$ cat config.mk
export PLATFORM = sky130hd
export DESIGN_NAME = inst_issue
export DESIGN_NICKNAME = d
export VERILOG_FILES = /design/src/rtl/pipe_pkg.sv /design/src/rtl/inst_fifo.sv /design/src/rtl/inst_issue.sv
export SDC_FILE = /design/constraint.sdc
export NUM_CORES = 1
export LEC_CHECK = 0
export ABC_AREA = 1
export BUFFER_PORTS_ARGS = -buffer_cell sky130_fd_sc_hd__buf_2
export CAP_MARGIN = 10
export CORE_MARGIN = 4
export CORE_UTILIZATION = 58
export DETAILED_ROUTE_END_ITERATION = 6
export PLACE_DENSITY = 0.77
export SKIP_LAST_GASP = 1
export SLEW_MARGIN = 25
export SYNTH_ARGS = -nofsm -noshare
export SYNTH_HDL_FRONTEND = slang
export SYNTH_SLANG_ARGS = --single-unit
$ cat constraint.sdc
create_clock -name clk -period 3.1 [get_ports clk]
set_clock_uncertainty 0.1 [all_clocks]
set_input_delay 0 -clock clk [delete_from_list [all_inputs] [get_ports clk]]
set_output_delay 0 -clock clk [all_outputs]
set_load 0.02 [all_outputs]
$ cat src/rtl/pipe_pkg.sv
// Shared pipeline definitions: instruction word geometry, field offsets and the pack helper.
// Decode and the issue stage both take their field positions from here so the two can never
// disagree on the layout {alu_sig, oper1, oper2, dest}.
package pipe_pkg;

   localparam int unsigned ADDR_LEN = 5;
   localparam int unsigned INST_LEN = 2 + 3 * ADDR_LEN;

   // Field offsets inside the packed instruction word
   localparam int unsigned ALU_MSB  = 16;
   localparam int unsigned ALU_LSB  = 15;
   localparam int unsigned OP1_LSB  = 10;
   localparam int unsigned OP2_LSB  = 5;
   localparam int unsigned DEST_LSB = 0;

   typedef logic [ADDR_LEN-1:0] reg_addr_t;
   typedef logic [INST_LEN-1:0] inst_word_t;

   typedef struct packed {
      logic [1:0] alu_sig;
      reg_addr_t  oper1;
      reg_addr_t  oper2;
      reg_addr_t  dest;
   } inst_fields_t;

   function automatic inst_word_t pack_inst(input logic [1:0] alu_sig,
                                            input reg_addr_t  oper1,
                                            input reg_addr_t  oper2,
                                            input reg_addr_t  dest);
      inst_fields_t f;
      f.alu_sig = alu_sig;
      f.oper1   = oper1;
      f.oper2   = oper2;
      f.dest    = dest;
      return inst_word_t'(f);
   endfunction

endpackage

$ cat src/rtl/inst_fifo.sv
// Synchronous FIFO holding packed instruction words between the loader and the issue logic.
// Ports:
//   clk, rstn       - clock, asynchronous active-low reset
//   push, wdata     - write request (ignored when full) and data
//   pop             - read request (ignored when empty); rdata shows the head
//   empty, full     - occupancy flags
//   count           - number of stored words, $clog2(DEPTH)+1 bits
// DEPTH must be a power of two so the pointers wrap naturally.
module inst_fifo #(
   parameter int unsigned WIDTH = 17,
   parameter int unsigned DEPTH = 4
) (
   input  logic                   clk,
   input  logic                   rstn,
   input  logic                   push,
   input  logic [WIDTH-1:0]       wdata,
   input  logic                   pop,
   output logic [WIDTH-1:0]       rdata,
   output logic                   empty,
   output logic                   full,
   output logic [$clog2(DEPTH):0] count
);

   localparam int unsigned PTR_W = $clog2(DEPTH);

   logic [WIDTH-1:0] mem_q [DEPTH];
   logic [PTR_W-1:0] wr_ptr_q, rd_ptr_q;
   logic [PTR_W:0]   count_q, count_d;
   logic             do_push, do_pop;

   assign empty   = (count_q == '0);
   assign full    = (count_q == (PTR_W + 1)'(DEPTH));
   assign do_push = push && !full;
   assign do_pop  = pop && !empty;
   assign rdata   = mem_q[rd_ptr_q];
   assign count   = count_q;

   always_comb begin
      count_d = count_q;
      if (do_push && !do_pop) begin
         count_d = count_q + (PTR_W + 1)'(1);
      end else if (do_pop && !do_push) begin
         count_d = count_q - (PTR_W + 1)'(1);
      end
   end

   always_ff @(posedge clk or negedge rstn) begin
      if (!rstn) begin
         wr_ptr_q <= '0;
         rd_ptr_q <= '0;
         count_q  <= '0;
      end else begin
         if (do_push) wr_ptr_q <= wr_ptr_q + PTR_W'(1);
         if (do_pop)  rd_ptr_q <= rd_ptr_q + PTR_W'(1);
         count_q <= count_d;
      end
   end

   // Storage needs no reset: count_q gates every read that matters
   always_ff @(posedge clk) begin
      if (do_push) mem_q[wr_ptr_q] <= wdata;
   end

endmodule

$ cat src/rtl/inst_issue.sv
// Instruction issue stage. Packs loader fields into instruction words, buffers them in a FIFO
// and issues one per cycle to decode, inserting a bubble while the head reads a register
// written by one of the last HAZARD_WIN issue slots.
// Ports:
//   clk, rstn                               - clock, asynchronous active-low reset
//   in_valid / in_ready                     - loader handshake
//   in_alu_sig, in_oper1, in_oper2, in_dest - instruction fields
//   run                                     - issue enable
//   inst, inst_valid                        - registered instruction to decode (0 = bubble)
//   stall                                   - registered; last slot was a hazard bubble
//   issued_cnt                              - wrapping count of issued instructions
module inst_issue #(
   parameter int unsigned INST_LEN   = pipe_pkg::INST_LEN,
   parameter int unsigned ADDR_LEN   = pipe_pkg::ADDR_LEN,
   parameter int unsigned FIFO_DEPTH = 4,
   parameter int unsigned HAZARD_WIN = 2
) (
   input  logic                clk,
   input  logic                rstn,
   input  logic                in_valid,
   output logic                in_ready,
   input  logic [1:0]          in_alu_sig,
   input  logic [ADDR_LEN-1:0] in_oper1,
   input  logic [ADDR_LEN-1:0] in_oper2,
   input  logic [ADDR_LEN-1:0] in_dest,
   input  logic                run,
   output logic [INST_LEN-1:0] inst,
   output logic                inst_valid,
   output logic                stall,
   output logic [15:0]         issued_cnt
);

   import pipe_pkg::*;

   localparam int unsigned CNT_W = $clog2(FIFO_DEPTH) + 1;

   logic [INST_LEN-1:0] in_word, head;
   logic [ADDR_LEN-1:0] head_op1, head_op2, head_dest;
   logic                empty, full, unused_full;
   logic [CNT_W-1:0]    count;
   logic                push, issue, hazard;

   // Issue history, entry 0 is the most recent slot
   logic [HAZARD_WIN-1:0] hist_valid_q, hist_valid_d;
   logic [ADDR_LEN-1:0]   hist_dest_q [HAZARD_WIN];
   logic [ADDR_LEN-1:0]   hist_dest_d [HAZARD_WIN];

   logic [INST_LEN-1:0] inst_q;
   logic                inst_valid_q, stall_q;
   logic [15:0]         issued_cnt_q;

   assign in_word = pack_inst(in_alu_sig, in_oper1, in_oper2, in_dest);

   // Ready is not forwarded from a same-cycle pop, so a full FIFO always refuses
   assign in_ready    = (count < CNT_W'(FIFO_DEPTH));
   assign push        = in_valid && in_ready;
   assign unused_full = full;

   inst_fifo #(
      .WIDTH (INST_LEN),
      .DEPTH (FIFO_DEPTH)
   ) u_fifo (
      .clk   (clk),
      .rstn  (rstn),
      .push  (push),
      .wdata (in_word),
      .pop   (issue),
      .rdata (head),
      .empty (empty),
      .full  (full),
      .count (count)
   );

   assign head_op1  = head[OP1_LSB +: ADDR_LEN];
   assign head_op2  = head[OP2_LSB +: ADDR_LEN];
   assign head_dest = head[DEST_LSB +: ADDR_LEN];

   // Register 0 is an ordinary register here, so it takes part in the compare
   always_comb begin
      hazard = 1'b0;
      for (int i = 0; i < HAZARD_WIN; i++) begin
         if (hist_valid_q[i] && (hist_dest_q[i] == head_op1 || hist_dest_q[i] == head_op2)) begin
            hazard = 1'b1;
         end
      end
      if (empty) hazard = 1'b0;
   end

   assign issue = run && !empty && !hazard;

   // History shifts every cycle; bubbles enter as invalid slots so it drains when idle
   always_comb begin
      hist_valid_d    = hist_valid_q;
      hist_dest_d     = hist_dest_q;
      hist_valid_d[0] = issue;
      hist_dest_d[0]  = issue ? head_dest : '0;
      for (int i = 1; i < HAZARD_WIN; i++) begin
         hist_valid_d[i] = hist_valid_q[i-1];
         hist_dest_d[i]  = hist_dest_q[i-1];
      end
   end

   always_ff @(posedge clk or negedge rstn) begin
      if (!rstn) begin
         hist_valid_q <= '0;
         for (int i = 0; i < HAZARD_WIN; i++) hist_dest_q[i] <= '0;
         inst_q       <= '0;
         inst_valid_q <= 1'b0;
         stall_q      <= 1'b0;
         issued_cnt_q <= '0;
      end else begin
         hist_valid_q <= hist_valid_d;
         hist_dest_q  <= hist_dest_d;
         inst_q       <= issue ? head : '0;
         inst_valid_q <= issue;
         stall_q      <= run && !empty && hazard;
         if (issue) issued_cnt_q <= issued_cnt_q + 16'd1;
      end
   end

   assign inst       = inst_q;
   assign inst_valid = inst_valid_q;
   assign stall      = stall_q;
   assign issued_cnt = issued_cnt_q;

endmodule

; ---- Word-level counts from Yosys, hierarchy flattened
; Memories as Yosys holds them, arrays and structs flattened.
; Cells that the tools add are included.
[word_totals]
ram_bits = 68
out_inout_bits = 36
input_bits = 21
register_bits = 54
n_memories = 1
[memory_table]
columns = name, depth, word_bits, rd, rd_ports_with_merged_regs, write_ports, line_no
row1 = u_fifo.mem_q, 4, 17, 1, 0, 1, inst_fifo.sv:26  ; logic [WIDTH-1:0] mem_q [DEPTH];
[classes]
order_cmp = 1
addsub = 5
eq_ne = 5
reduce_logical = 19
muxes = 9
[op_table]
columns = op, count
row1 = $eq 5x5->1, 4
row2 = $mux 17, 1
row3 = $add 16x1->16 const B, 1
row4 = $logic_and 1x1->1, 10
row5 = $mux 3, 2
row6 = $logic_not 1->1, 5
row7 = $mux 1, 5
row8 = $mux 5, 1
row9 = $add 2x1->2 const B, 2
row10 = $add 3x1->3 const B, 1
row11 = $eq 3x3->1 const B, 1
row12 = $logic_not 3->1, 1
row13 = $lt 3x3->1 const B, 1
row14 = $sub 3x1->3 const B, 1
row15 = $logic_or 1x1->1, 2
row16 = $reduce_bool 2->1, 1

; ---- Longest topological paths before layout
; Gate-level depths: netlist of the first run.
; An unclocked memory read counts as a cell.
[logic_depth]
depth_word = 13
ltp_mapped = 20
mapped_depth_nobuf = 18

; ---- Modules after synthesis
; A second synthesis of the first run with hierarchy kept.
[unflattened]
hier_cells = 530
area_unflattened_um2 = 5337.6
[modules_own_cells]
columns = mod, seq_area_each_um2, area_each_um2, n_inst, cells_per_inst
row1 = inst_fifo, 2217.1, 3189.3, 1, 259
row2 = inst_issue, 1026.0, 2148.3, 1, 271

; ---- Worst setup path after synthesis of the first run
; Ideal clock, no wire load.
[synth_timing]
kind = register to register
start = reg u_fifo.rd_ptr_q[0]
end = reg u_fifo.count_q[2] (netlist: u_fifo.count[2])
stages_incl_launch_ff = 21
t_arrival_ps = 2492
setup_ps = 132
path_slack_ps = 377
path_buffers = 3
period_less_slack_ps = 2723
required_ps = 2868
path_cell_list = dfrtp_1 -> buf_6 -> inv_6 -> buf_8 -> nand2_1 -> nand3_2 -> nand2_2 -> nand2_1 -> nand2_1 -> a21oi_1 -> nand3_1 -> nand2_1 -> nand2_2 -> nand3_4 -> buf_6 -> ha_1 -> inv_1 -> fa_1 -> a21oi_1 -> o21ai_0 -> xor2_1
[synth_via]
elab_chain_len = 13
elab_cells_between_ends = 20
[synth_rtl]
columns = item, line_no
row1 = start: declaration, inst_fifo.sv:27  ; logic [PTR_W-1:0] wr_ptr_q, rd_ptr_q;
row2 = start signal: assignment, inst_fifo.sv:54  ; if (do_pop) rd_ptr_q <= rd_ptr_q + PTR_W'(1);
row3 = $mem_v2 4x17 (*), -
row4 = $eq 5x5->1, inst_issue.sv:82  ; if (hist_valid_q[i] && (hist_dest_q[i] == head_op1 || hist_dest_q[i] == head_op2)) begin
row5 = $logic_or 1x1->1, inst_issue.sv:82
row6 = $logic_and 1x1->1, inst_issue.sv:82
row7 = $mux 1, inst_issue.sv:82
row8 = $mux 1 (*), inst_issue.sv:82
row9 = $mux 1 (*), inst_issue.sv:86  ; if (empty) hazard = 1'b0;
row10 = $logic_not 1->1 (*), inst_issue.sv:89  ; assign issue = run && !empty && !hazard;
row11 = $logic_and 1x1->1 (*), inst_issue.sv:89
row12 = $logic_and 1x1->1 (*), inst_fifo.sv:34  ; assign do_pop = pop && !empty;
row13 = $logic_not 1->1, inst_fifo.sv:40  ; if (do_push && !do_pop) begin
row14 = $logic_and 1x1->1, inst_fifo.sv:40
row15 = $mux 3 or $reduce_bool 2->1 (tied branches), -
row16 = end signal: assignment, inst_fifo.sv:55  ; count_q <= count_d;
row17 = end: declaration, inst_fifo.sv:28  ; logic [PTR_W:0] count_q, count_d;
; Every way passes the cells marked *; elsewhere a longest branch is shown, timed or not.
; A chain may end at the register's enable or synchronous reset.

; ---- Worst setup path in the final report of the first run
; Ends and elaborated chain as after synthesis.

==> results of run 1 <==
==> cells in the final DEF (no fill, tap or decap), types with 2 or more instances in the layout <==
cell type | Yosys | routed
clkinvlp_4 | 0 | 3
xor2_1 | 13 | 13
inv_6 | 1 | 4
nand2_1 | 150 | 150
bufinv_16 | 0 | 2
edfxtp_1 | 68 | 68
nor2_1 | 23 | 23
clkbuf_16 | 0 | 16
dfrtp_1 | 48 | 47
clkinv_2 | 0 | 4
buf_2 | 2 | 56
nand3_1 | 35 | 35
inv_1 | 24 | 24
xnor2_1 | 8 | 8
inv_2 | 2 | 2
nand2_2 | 11 | 11
a21oi_1 | 10 | 10
nand3_2 | 11 | 11
ha_1 | 6 | 6
dlygate4sd3_1 | 0 | 21
nand4_1 | 19 | 19
nor2_2 | 16 | 16
clkinv_4 | 0 | 2
o21ai_0 | 3 | 3
buf_4 | 8 | 11
a32o_1 | 7 | 7
==> state kept, by name, summed over array words and instances, names as in the netlist <==
name,count
u_fifo.rd_ptr_q,2
u_fifo.mem_q,68
issued_cnt,16
u_fifo.wr_ptr_q,2
u_fifo.count,3
inst,17
hist_dest_q,5
hist_valid_q,2
stall,1
==> cell families (layout without fill, tap and decap cells) <==
logic type | Yosys count | in the layout
compound gates | 21 | 21
xor+xnor | 21 | 21
fa+ha+maj | 7 | 7
buf+inv | 50 | 149
flops | 116 | 116
mux | 1 | 1
simple gates | 269 | 269
==> per-stage QoR <==
step	TNS [ps]	std cells	setup WS (ps)
floorplan	0	485	376.7
global placement	0	638	290.6
detailed placement	0	638	207.1
CTS	0	692	110.8
global route	-15.69	692	-15.69
finish	0	692	176.6
==> area by class of cell <==
| class | instances | area, µm² |
|---|---|---|
| Clock buffer | 17 | 414.1 |
| Clock inverter | 15 | 155.1 |
| Fill cell | 631 | 2405 |
| Inverter | 27 | 108.9 |
| Multi-Input combinational cell | 319 | 1693 |
| Sequential cell | 116 | 3244 |
| Tap cell | 108 | 135.1 |
| Timing Repair Buffer | 90 | 608.1 |
==> power breakdown <==
group	switching, µW	internal, µW	leakage, µW	total [µW]
Sequential	222	1980	0.00124	2200
Combinational	1470	737	0.00132	2210
Clock	702	1150	0.000275	1850
Total	2400	3860	0.00284	6260
==> what timing repair did <==
action / in CTS / in global routing
resized for setup: 0 / 5
hold buffers: 22 / 0
endpoints found under the setup margin: 0 / 2
hold endpoints to repair: 135 / 0
==> worst paths after layout <==
check                      cells after the start  slack (ps)                 end
min in group asynchronous                      4         470      issued_cnt[15]
setup / recovery                              16         180     u_fifo.count[2]
setup reg to reg                              16         180     u_fifo.count[2]
hold / removal                                 2         130  u_fifo.mem_q[1][0]
hold reg to reg                                0         380     hist_valid_q[1]
max in group asynchronous                      4        2070  u_fifo.rd_ptr_q[0]
==> metal layers <==
layer  vias up  global-route usage  wire (µm)
met5         -                   0          0
met4         0             0.09562        170
met3        15             0.05954        747
met2       140              0.4036       6036
met1      1876              0.3047       4761
li1       1799                   -          -
==> summary.md, run 1 <==
| Metric | Value |
|---|---|
| Layout Nets | `599` |
| Worst-path fanout max | `28` |
| R2R Path Start | `u_fifo.rd_ptr_q[0]` |
| Die Height | `roughly 100 µm` |
| Startpoint types | `register` |
| EDFF count, synth | `68` |
| Top cells by count, synth | `nand2_1, edfxtp_1, dfrtp_1` |
| I/O Pins | `57` |
| Synth top area share | `0.3888` |
| Net Count, Synth | `513` |
| Hold_sp | `in_dest[0]` |
| HP Class | `input pin to register` |
| Synthesized flop and latch total | `approximately 120` |
| Grt ovf | `0` |
| DRC Markers | `0` |
| Root buf cell | `clkbuf_8` |
| CP Class | `register to register` |
| WL/cell | `16.93 µm` |
| Post-route cell area | `6359 µm²` |
| Delay-heaviest family, CP | `simple AND/OR/NAND/NOR gates` |
| Peak supply drop | `about 0.55 mV` |
| Final Hold Fails | `0` |
| CTS Buf Count | `17` |
| Post-CTS setup buffers | `0` |
| Drt total wl | `11720 µm` |
| Post-Synth Adder-Cell Area | `0.01811` |
| PortBufs | `56` |
| WP buf/inv | `2` |
| Area of the core | `8763 µm²` |
| Synth top area cells | `edfxtp_1, dfrtp_1, nand2_1` |
| Final worst path period need | `2923 ps` |
| Area growth, synth to finish | `21.09%` |
| Ys async rst share | `0.4138` |
| Htree depth | `4` |
| First-pass GRT wire length | `19130 µm` |
| Clk sinks | `approximately 120` |
| Max Clk Rate | `0.3421 GHz` |
| Starting Density | `0.5992` |
| Max-cap violations | `0` |
| Die area | `about 11000 µm²` |
| Crit-path slowest cell | `dfrtp_2` |
| Syn Area/Cell | `10.83 µm²` |
| Simple-gate share of the synthesized area | `0.2397` |
| LEAKAGE | `~0.0028 µW` |
| Multiplexer area fraction after synthesis | `0.002144` |
| Status | `completed` |
| Clk buf depth | `2` |
| Critical Path Most Common Cell | `nand2_1` |
| Most common flop cell mapped by yosys | `edfxtp_1` |
| Slew margin rel. | `0.6561` |
| Post-Synth XOR/XNOR Area | `0.03503` |
| CP Capture Type | `register` |
| Worst endpoint required time | `3390 ps` |
| FP Rows | `34` |
| Main combinational cell family by area after synthesis | `simple AND/OR/NAND/NOR gates` |
| Clock Latency Late Sink | `510 ps` |
| First-pass detailed-route iteration total | `4` |
| Crit-path cells | `buf_8, nand2_1, nand3_2, nand2_2, nand2_1, a21oi_1, nand3_1, nand2_1, nand2_2, nand3_4, ha_1, inv_1, fa_1, a21oi_1, o21ai_0, xor2_1` |
| Vias in the first global route | `3872` |
| Mapped Cells | `a little under 500` |
| Top cell type by total area after synthesis | `edfxtp_1` |
| Final hold slack | `~130 ps` |
| Antenna Diode Count | `0` |
| Post-synthesis compound-gate area fraction | `0.02740` |
| Register area share after synthesis | `0.6176` |
| Count leader, synth | `nand2_1` |
| Initial antenna violation count | `0` |
| Clock-pin slew on the worst setup and hold paths | `roughly 60 ps` |
| Post-Syn Area | `5251 µm²` |
| Tot Pwr | `between 6000 and 7000 µW` |
| Arrival @ worst endpoint | `3210 ps` |
| Final Util | `0.7256` |
| Largest net degree at the start of global routing | `37` |
| CTS tree | `yes` |
| HPWL Detailed | `7442 µm` |
| Placed cell areas | `between 5000 and 6000 µm²` |
| Post-route ant nets | `0` |
| Post-DR vias/cell | `5.535` |
| Worst Setup SP | `u_fifo.rd_ptr_q[0]` |
| DRT iter0 DRCs | `192` |
| Pwr/cell area | `about 1000 nW/µm²` |
| Vias | `3830` |
| Die W | `103.2 µm` |
| Synth warnings | `0` |
| Final setup vio count | `0` |
| Fraction of layout cells with a size suffix above 1 | `0.2500` |
| Post-route clock period utilization | `0.9430` |
| Slew Viols, Final | `0` |
| Distinct cells, synth | `30` |
| GRT Total Usage | `0.2419` |
| Critical Path Max Stage Delay | `around 460 ps` |
| Worst Tran Pin Value | `between 500 and 600 ps` |
| Gpl congestion | `0.8837` |
Power figures use the tool's default switching activity.
==> inputs of run 2 (changes only) <==
Settings changed: CORE_UTILIZATION 58 to 59, PLACE_DENSITY 0.77 to 0.78, SYNTH_HIERARCHICAL set to 1.
==> run 2 against run 1 <==
Effect of this change: first-iteration DRC count rose by 26%; die area fell by 0.14%; sequential power barely moved; synthesized area rose by 1.6%; hold slack improved by 6.9 ps; combinational power rose by 9%; worst setup slack improved by 5.5 ps.
==> summary.md, run 2 <==
| Metric | Value |
|---|---|
| Tot Pwr | `6640 µW (was 6256 µW)` |
| Grt ovf | `0 (unchanged)` |
| Mapped Cells | `529 (was 485)` |
| Die Height | `103.1 µm (was 103.2 µm)` |
| Post-Syn Area | `5334 µm² (was 5251 µm²)` |
| Die W | `103.1 µm (was 103.2 µm)` |
| Drt total wl | `11690 µm (was 11720 µm)` |
| Commonest cells after routing, fill and taps aside | `nand2_1, inv_1, edfxtp_1 (was nand2_1, edfxtp_1, buf_2)` |
| Startpoint types | `register (unchanged)` |
| Root buf cell | `clkbuf_8 (unchanged)` |
| HP Class | `input pin to register (unchanged)` |
| Fraction of layout cells with a size suffix above 1 | `0.2177 (was 0.2500)` |
| Area of the core | `8763 µm² (unchanged)` |
| Htree depth | `4 (unchanged)` |
| Clk buf depth | `2 (unchanged)` |
| Status | `completed (unchanged)` |
| Largest Register | `u_fifo/mem_q (was u_fifo.mem_q)` |
| DRC Markers | `0 (unchanged)` |
| Initial antenna violation count | `0 (unchanged)` |
| Max-cap violations | `0 (unchanged)` |
| Worst-path fanout max | `18 (was 28)` |
| PortBufs | `56 (unchanged)` |
| GRT Total Usage | `0.2295 (was 0.2419)` |
| Die area | `10630 µm² (was 10640 µm²)` |
| Area growth, synth to finish | `24.94% (was 21.09%)` |
| Final Hold Fails | `0 (unchanged)` |
| Starting Density | `0.6087 (was 0.5992)` |
| First-pass GRT wire length | `18260 µm (was 19130 µm)` |
| DRT iter0 DRCs | `242 (was 192)` |
| Gpl congestion | `0.8506 (was 0.8837)` |
| Max reg flops | `68 (unchanged)` |
| Post-route clock period utilization | `0.9413 (was 0.9430)` |
| Clock-pin slew on the worst setup and hold paths | `60 ps (about the same)` |
| Layout Nets | `649 (was 599)` |
| RSZ-0062 raised after global routing | `no` |
| HPWL Detailed | `7097 µm (was 7442 µm)` |
| Worst Tran Pin Value | `425.6 ps (was 515.8 ps)` |
| Sum of negative setup slack | `0 ps (unchanged)` |
| Pwr/cell area | `996.5 nW/µm² (was 983.9 nW/µm²)` |
| Vias in the first global route | `3853 (was 3872)` |
| First-pass detailed-route iteration total | `5 (was 4)` |
| Clk sinks | `116 (unchanged)` |
| Post-route ant nets | `0 (unchanged)` |
| Commonest non-fill, non-tap cell in the layout | `nand2_1 (unchanged)` |
| Syn Area/Cell | `10.08 µm² (was 10.83 µm²)` |
| Slew margin rel. | `0.7163 (was 0.6561)` |
| LEAKAGE | `0.003199 µW (was 0.002839 µW)` |
| CP Class | `register to register (unchanged)` |
| CP Capture Type | `register (unchanged)` |
| Peak supply drop | `0.5365 mV (was 0.5483 mV)` |
| R2r setup slk | `180 ps (about the same)` |
| Antenna Diode Count | `0 (unchanged)` |
| Final worst path period need | `2918 ps (was 2923 ps)` |
| Synth warnings | `6 (was 0)` |
| FP Rows | `34 (unchanged)` |
| Clock Latency Late Sink | `510 ps (about the same)` |
| CTS Buf Count | `17 (unchanged)` |
| Largest net degree at the start of global routing | `49 (was 37)` |
| Final hold slack | `140.8 ps (was 133.9 ps)` |
| Post-DR vias/cell | `5.284 (was 5.535)` |
| Worst endpoint required time | `3410 ps (was 3390 ps)` |
| Max Clk Rate | `0.3427 GHz (was 0.3421 GHz)` |
| Slew Viols, Final | `0 (unchanged)` |
| Net Count, Synth | `557 (was 513)` |
| Final setup vio count | `0 (unchanged)` |
| I/O Pins | `57 (unchanged)` |
| Arrival @ worst endpoint | `3230 ps (was 3210 ps)` |
| Vias | `3921 (was 3830)` |
| CTS tree | `yes (unchanged)` |
| WL/cell | `15.76 µm (was 16.93 µm)` |
## run 2: per-stage QoR
stage	cells	setup slack, ps	util	cell area [µm²]
floorplan	529	181.2	-	5334
global placement	685	252.5	0.6525	5718
detailed placement	685	168.4	0.6528	5720
CTS	739	83.77	0.7504	6576
global route	742	33.44	0.7604	6664
finish	742	182.1	0.7604	6664
## run 2: cell type report
class	instances	area, µm²
Sequential cell	116	3243
Fill cell	535	2100
Multi-Input combinational cell	305	1635
Clock inverter	14	200.2
Inverter	87	331.6
Tap cell	108	135.1
Clock buffer	18	417.9
Timing Repair Buffer	94	700.7
## run 2: final timing paths
check                                 endpoint          startpoint  cells past startpoint
setup / recovery               u_fifo/count[2]  u_fifo/rd_ptr_q[0]                     19
max in group asynchronous        issued_cnt[8]                rstn                      4
min in group asynchronous             inst[13]                rstn                      4
hold / removal             u_fifo/mem_q[2][16]       in_alu_sig[1]                      2
setup reg to reg               u_fifo/count[2]  u_fifo/rd_ptr_q[0]                     19
hold reg to reg                 hist_dest_q[2]             inst[2]                      0
## run 2: report_power, final
part           internal [µW]  switching [µW]
clock network           1320             715
logic                    858            1560
registers               1980             215
## run 2: critical path, stage by stage (launching register included)
cell	delay [ps]
dfrtp_1	410
inv_4	80
clkbuf_16	190
o211ai_1	270
nand2_2	150
xor2_1	190
nor2_1	100
nand3_1	90
nand2_2	90
nand2_4	60
nand3_4	50
inv_1	90
nand2_2	90
ha_2	180
inv_1	60
fa_2	340
inv_1	60
nand2_1	70
nand4_1	100
nand2_1	50
## run 2: routing by layer
| layer | routed length (µm) | vias up | GRT usage |
|---|---|---|---|
| met3 | 635 | 23 | 0.05548 |
| met5 | 0 | - | 0 |
| met2 | 6034 | 124 | 0.4045 |
| met1 | 4796 | 1879 | 0.2778 |
| met4 | 226 | 0 | 0.07371 |
| li1 | - | 1895 | - |
## run 2: repair_timing
| action | CTS | global route |
|---|---|---|
| resized for setup | 0 | 12 |
| hold endpoints to repair | 120 | 0 |
| buffers inserted | 0 | 1 |
| endpoints found under the setup margin | 0 | 2 |
| hold buffers | 22 | 0 |
